===== src/rtl/uart_rx_frontend_if.sv =====
// Serial-line and decoded-byte signals of the UART receive front end.
// The master side drives the line and bit period; the slave side is the receiver.
interface uart_rx_frontend_if #(
  parameter int DATA_BITS = 8,
  parameter int DIV_W     = 10
);
  logic                 rx;
  logic [DIV_W-1:0]     clk_per_bit;
  logic [DATA_BITS-1:0] rx_data;
  logic                 rx_valid;
  logic                 frame_err;
  logic                 busy;

  modport master (
    output rx, clk_per_bit,
    input  rx_data, rx_valid, frame_err, busy
  );

  modport slave (
    input  rx, clk_per_bit,
    output rx_data, rx_valid, frame_err, busy
  );
endinterface


===== src/rtl/uart_rx_frontend.sv =====
// 8N1 LSB-first UART receiver with a runtime-programmable bit period.
// Emits each good byte with a one-cycle rx_valid, or a one-cycle frame_err on a low stop bit.
module uart_rx_frontend #(
  parameter int DATA_BITS = 8,
  parameter int DIV_W     = 10
) (
  input  logic                 clk,
  input  logic                 rst_n,
  uart_rx_frontend_if.slave    bus
);

  localparam int IDX_W = (DATA_BITS > 1) ? $clog2(DATA_BITS) : 1;

  typedef enum logic [2:0] {
    IDLE,
    START,
    DATA,
    STOP,
    BREAK
  } state_t;

  state_t               state;
  logic                 rx_meta;
  logic                 rx_s;
  logic [DIV_W-1:0]     cnt;
  logic [DIV_W-1:0]     div;
  logic [IDX_W-1:0]     bit_idx;
  logic [DATA_BITS-1:0] shift;
  logic [DATA_BITS-1:0] rx_data_q;
  logic                 rx_valid_q;
  logic                 frame_err_q;
  logic                 busy_q;

  logic [DIV_W-1:0]     half_m1;
  logic [DIV_W-1:0]     div_m1;
  logic                 last_bit;

  assign half_m1  = (div >> 1) - DIV_W'(1);
  assign div_m1   = div - DIV_W'(1);
  assign last_bit = (bit_idx == IDX_W'(DATA_BITS - 1));

  // Presetting to 1 keeps reset release from looking like a start bit.
  always_ff @(posedge clk or negedge rst_n) begin
    if (!rst_n) begin
      rx_meta <= 1'b1;
      rx_s    <= 1'b1;
    end else begin
      rx_meta <= bus.rx;
      rx_s    <= rx_meta;
    end
  end

  always_ff @(posedge clk or negedge rst_n) begin
    if (!rst_n) begin
      state       <= IDLE;
      cnt         <= '0;
      div         <= '0;
      bit_idx     <= '0;
      shift       <= '0;
      rx_data_q   <= '0;
      rx_valid_q  <= 1'b0;
      frame_err_q <= 1'b0;
      busy_q      <= 1'b0;
    end else begin
      rx_valid_q  <= 1'b0;
      frame_err_q <= 1'b0;
      unique case (state)
        IDLE: begin
          if (!rx_s && (bus.clk_per_bit != '0)) begin
            state  <= START;
            cnt    <= '0;
            div    <= bus.clk_per_bit;
            busy_q <= 1'b1;
          end
        end
        // Half a bit in, confirm the start bit so short glitches are dropped.
        START: begin
          if (cnt == half_m1) begin
            cnt <= '0;
            if (!rx_s) begin
              state   <= DATA;
              bit_idx <= '0;
            end else begin
              state  <= IDLE;
              busy_q <= 1'b0;
            end
          end else begin
            cnt <= cnt + DIV_W'(1);
          end
        end
        DATA: begin
          if (cnt == div_m1) begin
            cnt            <= '0;
            shift[bit_idx] <= rx_s;
            if (last_bit) begin
              state <= STOP;
            end else begin
              bit_idx <= bit_idx + IDX_W'(1);
            end
          end else begin
            cnt <= cnt + DIV_W'(1);
          end
        end
        STOP: begin
          if (cnt == div_m1) begin
            cnt <= '0;
            if (rx_s) begin
              rx_data_q  <= shift;
              rx_valid_q <= 1'b1;
              state      <= IDLE;
              busy_q     <= 1'b0;
            end else begin
              frame_err_q <= 1'b1;
              state       <= BREAK;
            end
          end else begin
            cnt <= cnt + DIV_W'(1);
          end
        end
        // A line stuck low after a framing error must go high before we rearm.
        BREAK: begin
          if (rx_s) begin
            state  <= IDLE;
            busy_q <= 1'b0;
          end
        end
        default: begin
          state  <= IDLE;
          busy_q <= 1'b0;
        end
      endcase
    end
  end

  assign bus.rx_data   = rx_data_q;
  assign bus.rx_valid  = rx_valid_q;
  assign bus.frame_err = frame_err_q;
  assign bus.busy      = busy_q;

endmodule


===== src/flat_wrapper.sv =====
// flat-port wrapper written by rule: the top's interface ports become plain ports
module uart_rx_frontend_flat 
#(
  parameter int DATA_BITS = 8,
  parameter int DIV_W     = 10
)
  (clk, rst_n, bus_rx, bus_clk_per_bit, bus_rx_data, bus_rx_valid, bus_frame_err, bus_busy);
  uart_rx_frontend_if #(.DATA_BITS(DATA_BITS), .DIV_W(DIV_W)) bus_i ();
  input  logic clk;
  input  logic rst_n;
  input wire logic [$bits(bus_i.rx)-1:0] bus_rx;
  input wire logic [$bits(bus_i.clk_per_bit)-1:0] bus_clk_per_bit;
  output wire logic [$bits(bus_i.rx_data)-1:0] bus_rx_data;
  output wire logic [$bits(bus_i.rx_valid)-1:0] bus_rx_valid;
  output wire logic [$bits(bus_i.frame_err)-1:0] bus_frame_err;
  output wire logic [$bits(bus_i.busy)-1:0] bus_busy;
  assign bus_i.rx = bus_rx;
  assign bus_i.clk_per_bit = bus_clk_per_bit;
  assign bus_rx_data = bus_i.rx_data;
  assign bus_rx_valid = bus_i.rx_valid;
  assign bus_frame_err = bus_i.frame_err;
  assign bus_busy = bus_i.busy;
  uart_rx_frontend #(.DATA_BITS(DATA_BITS), .DIV_W(DIV_W)) u_core (.clk(clk), .rst_n(rst_n), .bus(bus_i));
endmodule

===== config.mk =====
export PLATFORM = sky130hd
export DESIGN_NAME = uart_rx_frontend_flat
export DESIGN_NICKNAME = d
export VERILOG_FILES = /design/src/rtl/uart_rx_frontend_if.sv /design/src/rtl/uart_rx_frontend.sv /design/src/flat_wrapper.sv
export SDC_FILE = /design/constraint.sdc
export NUM_CORES = 1
export LEC_CHECK = 0
export BUFFER_PORTS_ARGS = -buffer_cell sky130_fd_sc_hd__buf_4
export CORE_AREA = 2 2 67 94
export DETAILED_ROUTE_END_ITERATION = 8
export DIE_AREA = 0 0 69 96
export PLACE_DENSITY = 0.74
export SYNTH_ARGS = -nofsm -noshare
export SYNTH_HDL_FRONTEND = slang
export SYNTH_SLANG_ARGS = --single-unit

===== constraint.sdc =====
create_clock -name clk -period 3.5 [get_ports clk]
set_clock_uncertainty 0.1 [all_clocks]
set_input_delay 0.175 -clock clk [delete_from_list [all_inputs] [get_ports clk]]
set_output_delay 0.175 -clock clk [all_outputs]
set_load 0.02 [all_outputs]

==> results.py, run 1 <==
metrics = {
    "drt": {
        "drt_pre_antenna_iters": 4,
        "antenna_left": 0,
        "drtIter0Drc": 129,
        "avgRoutedWirePerCell_um": 15.6,
        "drc": 0,
        "viasPerCell": 5.79,
        "vias": 2201,
        "wl_um": 5920,
    },
    "critical_path": {
        "worstPathMaxFanout": 11,
        "worstPathArrival_ps": 3240,
        "end_kind": "flip-flop",
        "worstPathRequired_ps": 3590,
        "path_class": "reg -> reg",
        "start_kind": "flip-flop",
    },
    "sta": {
        "fin_crit_sh": 0.900,
        "fmax_mhz": 318,
        "slew_viol_final": 0,
        "worst_slew_pin_slew_ps": 837,
        "setup_viol_count_final": 0,
        "setup_tns_ps": 0,
        "relSlewSlack": 0.442,
        "hold_viol_final": 0,
        "setup_slack_ps": 351,
        "rsz0062_at_grt": "no",
        "period_needed_ps": 3150,
    },
    "pwr": {
        "internal_power_mw": 1.18,
        "clockPowerShare": 0.159,
        "switchingPower_uw": 868,
        "power.leakage_nw": 1.32,
        "seqPwrFrac": 0.433,
        "peakVddDrop_mv": 0.235,
        "combPwrFrac": 0.408,
        "powerDensity_mw_per_mm2": 662,
        "swShare": 0.425,
    },
    "floorplanning": {
        "die_w_um": 69,
        "die_area_mm2": 0.00662,
        "rows": 33,
        "pin_count": 24,
        "die_h_um": 96,
        "initial_utilization": 0.482,
        "core-area_mm2": 0.00578,
    },
    "outcome": {
        "outcome": "completed",
    },
    "final_layout": {
        "final_cell_area_mm2": 0.00309,
        "final_common_cell": "dfrtp_1",
        "final.fill_count": 516,
        "most-common-layout-cells": "45 x dfrtp_1, 31 x nand2_1, 26 x nor2_1",
        "nets": 327,
        "syn2layout_area_growth_pct": 10.8,
        "antenna_cells": 0,
        "final_core_util": 0.534,
        "drive_above_1_share": 0.203,
    },
    "placement": {
        "portBuffers": 23,
        "place_congestion": 0.887,
        "dp_hpwl_um": 4250,
        "placed_area_mm2": 0.00296,
        "dp_worst_setup_slack_ps": 406,
    },
    "global_route": {
        "antenna_found_initial": 0,
        "grt_pass1_wl_um": 10200,
        "grt_max_degree": 48,
        "gr-total-overflow": 0,
        "gr-usage-all-layers": 0.193,
        "grt_pass1_vias": 2181,
    },
    "cts": {
        "post-cts-setup-buffers": 0,
        "cts_resized": 0,
        "h-tree-depth": 2,
        "cts_sinks": 47,
        "hold_buffers": 4,
        "cts_tree": "yes",
        "numCtsBuffers": 5,
        "path_clk_slew_ps": 90,
        "root_buffer": "clkbuf_8",
        "clock_latency_ps": 300,
        "clk_path_buf_depth": 2,
    },
    "yosys": {
        "synth_edf_count": 0,
        "synth_nets": 313,
        "syn-mean-instance-area_um2": 9.44,
        "yosys_warnings": 0,
        "syn_inst": 295,
        "synthFlopType": "dfrtp_1",
        "synth.cell_area_mm2": 0.00279,
        "synth_seq_cells": 47,
        "synthArstFlopShare": 1.00,
        "ys_types": 47,
        "synth_seq_area_share": 0.423,
    },
    "hold_path": {
        "min_path_type": "in -> reg",
    },
    "flow_run": {
        "cap_violations": 0,
    },
}
-- synthesized netlist by cell type (4+ instances only) --
cell type  instances  area share
dfrtp_1           45        0.40
nand2_1           31       0.042
nor2_1            26       0.035
mux2_2            22       0.089
clkbuf_1          16       0.022
o21ai_0           15       0.027
nand3_1           13       0.023
nor4_1            13       0.029
xnor2_1           12       0.038
xor2_1            10       0.031
a21oi_1            9       0.016
o211ai_1           9       0.024
inv_1              6      0.0081
nand2b_1           6       0.013
nor3_1             6       0.011
ha_1               5       0.022
or3_1              4      0.0090
-- per-layer routing --
metal	global-route usage	routed length [um]	vias up
li1	-	-	1073
met1	0.227	2470	1058
met2	0.361	3100	58
met3	0.0283	218	12
met4	0.0654	130	0
met5	0	0	-
-- cell families after synthesis --
kind of cell,Yosys count,synth area share
simple gates,120,0.225
compound gates,49,0.118
flops,47,0.423
buf+inv,27,0.0413
mux,25,0.102
xor+xnor,22,0.0692
fa+ha+maj,5,0.0225
-- final cells by class --
cell class              count  area (um^2)  share of cell area
well taps                  70         87.6              0.0284
multi-input cells         221         1490               0.483
inverters                   6         22.5             0.00730
clock inverters             2         12.5             0.00406
repair buffers             28          220              0.0714
flip-flops and latches     47         1180               0.382
clock buffers               6         72.6              0.0235
-- sequential cells by signal, indices dropped and copies added (netlist names) --
| name | flops |
|---|---|
| u_core.cnt | 10 |
| u_core.div | 10 |
| u_core.bus.rx_data | 8 |
| u_core.shift | 8 |
| u_core.bit_idx | 3 |
| u_core.state | 3 |
| u_core.bus.busy | 1 |
| u_core.bus.frame_err | 1 |
| u_core.bus.rx_valid | 1 |
| u_core.rx_meta | 1 |
| u_core.rx_s | 1 |
-- power groups by stage --
stage | Sequential (mW) | Combinational (mW) | Clock, mW
after floorplan | 0.744 | 0.797 | 0
after global placement | 0.879 | 0.809 | 0
after detailed placement | 0.892 | 0.824 | 0
after CTS | 0.882 | 0.833 | 0.338
after global routing | 0.909 | 0.937 | 0.365
final | 0.885 | 0.835 | 0.324
-- through the flow --
stage                     power (mW)  hold WS, ps  std cells
after floorplan                 1.54         -221        295
after global placement          1.69          114        368
after detailed placement        1.72          122        368
after CTS                       2.05         3.24        380
after global routing            2.21         2.50        380
final                           2.04         4.72        380
-- path summary, 6_finish.rpt --
check / slack (ps) / startpoint / end / cells past startpoint
worst max-delay path: 350 / u_core.div[2] / u_core.state[0] / 9
worst min-delay path: 5 / bus_clk_per_bit[2] / u_core.div[2] / 3
worst max register to register: 350 / u_core.div[2] / u_core.state[0] / 9
worst min register to register: 260 / u_core.rx_meta / u_core.rx_s / 0
max in group asynchronous: 2590 / rst_n / u_core.bus.rx_data[1] / 2
min in group asynchronous: 300 / rst_n / u_core.div[5] / 2
-- worst max-delay path, cell delays in order (launching register included) --
cell and delay [ps]:
dfrtp_1 430, inv_1 110, ha_1 260, nor4b_4 370
o211ai_1 150, o211a_1 270, a211oi_4 300, a21oi_1 310
nor2_2 370, mux2_2 370
Note: power is estimated with default switching activity, not from simulation.
==> run 2, diff against run 1 <==
- ABC_AREA: unset -> 1
- CORE_AREA: 2 2 67 94 -> 2 2 71 101
- DIE_AREA: 0 0 69 96 -> 0 0 73 103
==> run 2 against run 1 <==
Net effect:
- synthesized cell count rose by 56%
- critical path depth rose by 5
- maximum frequency rose by 28%
- non-clock buffer count fell by 3
- critical path type unchanged
- largest power group is now combinational cells
==> results.py, run 2 <==
metrics = {
    "sta": {
        "fmax_mhz": 405,
        "hold_slack_ps": 22.8,
        "fin_crit_sh": 0.705,
        "relSlewSlack": 0.393,
        "setup_tns_ps": 0,
        "rsz0062_at_grt": "no",
        "worst_slew_pin_slew_ps": 903,
        "period_needed_ps": 2470,
        "slew_viol_final": 0,
        "hold_viol_final": 0,
        "setup_viol_count_final": 0,
    },
    "cts": {
        "clock_latency_ps": 310,
        "cts_sinks": 47,
        "cts_resized": 0,
        "h-tree-depth": 2,
        "clk_path_buf_depth": 2,
        "numCtsBuffers": 5,
        "cts_tree": "yes",
        "root_buffer": "clkbuf_8",
        "path_clk_slew_ps": 90,
    },
    "floorplanning": {
        "pin_count": 24,
        "core-area_mm2": 0.00671,
        "die_area_mm2": 0.00752,
        "initial_utilization": 0.482,
        "rows": 36,
        "die_h_um": 103,
        "die_w_um": 73,
    },
    "drt": {
        "viasPerCell": 5.16,
        "antenna_left": 0,
        "avgRoutedWirePerCell_um": 13.2,
        "vias": 2907,
        "drc": 0,
        "drt_pre_antenna_iters": 5,
        "drtIter0Drc": 112,
        "wl_um": 7430,
    },
    "pwr": {
        "combPwrFrac": 0.516,
        "power.leakage_nw": 1.81,
        "peakVddDrop_mv": 0.319,
        "switchingPower_mw": 1.25,
        "powerDensity_mw_per_mm2": 698,
        "seqPwrFrac": 0.340,
        "clockPowerShare": 0.144,
        "finalPower_mw": 2.49,
        "swShare": 0.502,
        "internal_power_mw": 1.24,
    },
    "critical_path": {
        "cpPeakStageDelay_ps": 560,
        "end_kind": "flip-flop",
        "worstPathRequired_ps": 3610,
        "crit_chain": "inv_2 > ha_1 > nand2_1 > inv_1 > nor2_1 > nand2_1 > nor2_1 > nand3_1 > nor2_4 > nand4_1 > nand2_1 > nand3_1 > nand2_1 > nand2_1",
        "start_kind": "flip-flop",
        "worst-path-buf-inv": 2,
        "crit_top_cell": "nand2_1",
        "slowest_stage": "dfrtp_1",
        "critPathTopFamily": "simple AND/OR/NAND/NOR gates",
        "worstPathMaxFanout": 6,
        "path_class": "reg -> reg",
        "worstPathArrival_ps": 2570,
    },
    "final_layout": {
        "syn2layout_area_growth_pct": 10.5,
        "most-common-layout-cells": "150 x nand2_1, 49 x nor2_1, 48 x inv_1",
        "register_area_mm2": 0.00118,
        "antenna_cells": 0,
        "nets": 504,
        "fin_cells": 563,
        "final_common_cell": "nand2_1",
        "drive_above_1_share": 0.168,
        "final.fill_count": 668,
        "multi_input_area_mm2": 0.00178,
        "reg_top3": "u_core.cnt: 10 flops, u_core.div: 10 flops",
        "final_cell_area_mm2": 0.00357,
    },
    "yosys": {
        "synth_most_common_cell": "nand2_1",
        "synth_edf_count": 0,
        "synthFlopType": "dfrtp_1",
        "syn-mean-instance-area_um2": 7.02,
        "syn_inst": 461,
        "synth.largest_area_cell": "dfrtp_1",
        "synth_seq_area_share": 0.364,
        "synth_seq_cells": 47,
        "synthArstFlopShare": 1.00,
        "synth_area_leaders": "dfrtp_1 35%, nand2_1 17%, nand3_1 5.7%",
        "yosys_warnings": 0,
        "synth_top_area_frac": 0.348,
        "synth.cell_area_mm2": 0.00323,
        "synth_commonest_cells": "150 x nand2_1, 49 x nor2_1, 48 x inv_1",
        "ys_types": 38,
        "synth_nets": 479,
    },
    "placement": {
        "place_congestion": 0.931,
        "place_inst": 553,
        "placed_area_mm2": 0.00345,
        "dp_hpwl_um": 5920,
        "portBuffers": 23,
    },
    "global_route": {
        "grt_max_degree": 48,
        "gr-total-overflow": 0,
        "grt_pass1_vias": 2755,
        "gr-usage-all-layers": 0.213,
        "antenna_found_initial": 0,
        "grt_pass1_wl_um": 12500,
    },
    "flow_run": {
        "cap_violations": 0,
    },
    "outcome": {
        "outcome": "completed",
    },
    "hold_path": {
        "min_path_type": "in -> reg",
    },
}
[run 2: cell count changes after synthesis, sizes merged, moves of 13 or more]
cell,before,now
nand4,3,16
nor2,28,62
nand2,31,163
inv,6,58
nand3,13,44
mux2,23,0
[run 2: cells by family after synthesis]
family,synth area share
and+or+nand+nor,0.436
buffers and inverters,0.0847
DFF,0.364
AOI/OAI and AO/OA,0.0576
xor gates and xnor gates,0.0375
adders and majority gates,0.0193
[run 2: timing repair]
action                                 4_1_cts  5_1_grt
setup buffers                                0        0
hold buffers                                 2        0
endpoints found under the hold margin       46        0
[run 2: worst reg2reg max path: stages, from the launching register on]
cell and delay, ps:
dfrtp_1 560, inv_2 150, ha_1 340, nand2_1 70
inv_1 30, nor2_1 150, nand2_1 110, nor2_1 110
nand3_1 120, nor2_4 140, nand4_1 90, nand2_1 120
nand3_1 130, nand2_1 90, nand2_1 50
[run 2: path summary, 6_finish.rpt]
path | end | slack [ps] | cells past startpoint | from
setup / recovery | u_core.bit_idx[1] | 1030 | 14 | u_core.div[0]
hold / removal | u_core.div[5] | 20 | 3 | bus_clk_per_bit[5]
setup reg to reg | u_core.bit_idx[1] | 1030 | 14 | u_core.div[0]
hold reg to reg | u_core.rx_s | 260 | 0 | u_core.rx_meta
max in group asynchronous | u_core.div[5] | 2600 | 2 | rst_n
min in group asynchronous | u_core.bus.rx_data[2] | 310 | 2 | rst_n
[run 2: per-stage QoR]
stage / util / setup WS (ps)
5_1_grt: 0.532 / 755
3_5_place_dp: 0.515 / 1040
6_report: 0.532 / 1030
2_1_floorplan: - / 1470
3_3_place_gp: 0.515 / 1040
4_1_cts: 0.532 / 1030
[run 2: layer usage]
metal	vias to the layer above	global-route usage	part of all wire
met5	-	0	0
met4	0	0.0798	0.026
met3	19	0.0274	0.026
met2	52	0.419	0.55
li1	1507	-	-
met1	1329	0.223	0.39
[run 2: area by class of cell]
class	count	share of cell area
Clock buffer	6	0.0231
Timing Repair Buffer	25	0.0539
Inverter	60	0.0634
Multi-Input combinational cell	347	0.499
Sequential cell	47	0.330
Tap cell	76	0.0266
Clock inverter	2	0.00455
[run 2: power groups by stage]
| stage | clock (mW) | sequential [mW] | combinational, mW |
|---|---|---|---|
| after floorplan | 0 | 0.789 | 1.06 |
| after global placement | 0 | 0.856 | 1.27 |
| after detailed placement | 0 | 0.856 | 1.29 |
| after CTS | 0.370 | 0.846 | 1.29 |
| after global routing | 0.382 | 0.868 | 1.48 |
| final | 0.359 | 0.848 | 1.29 |
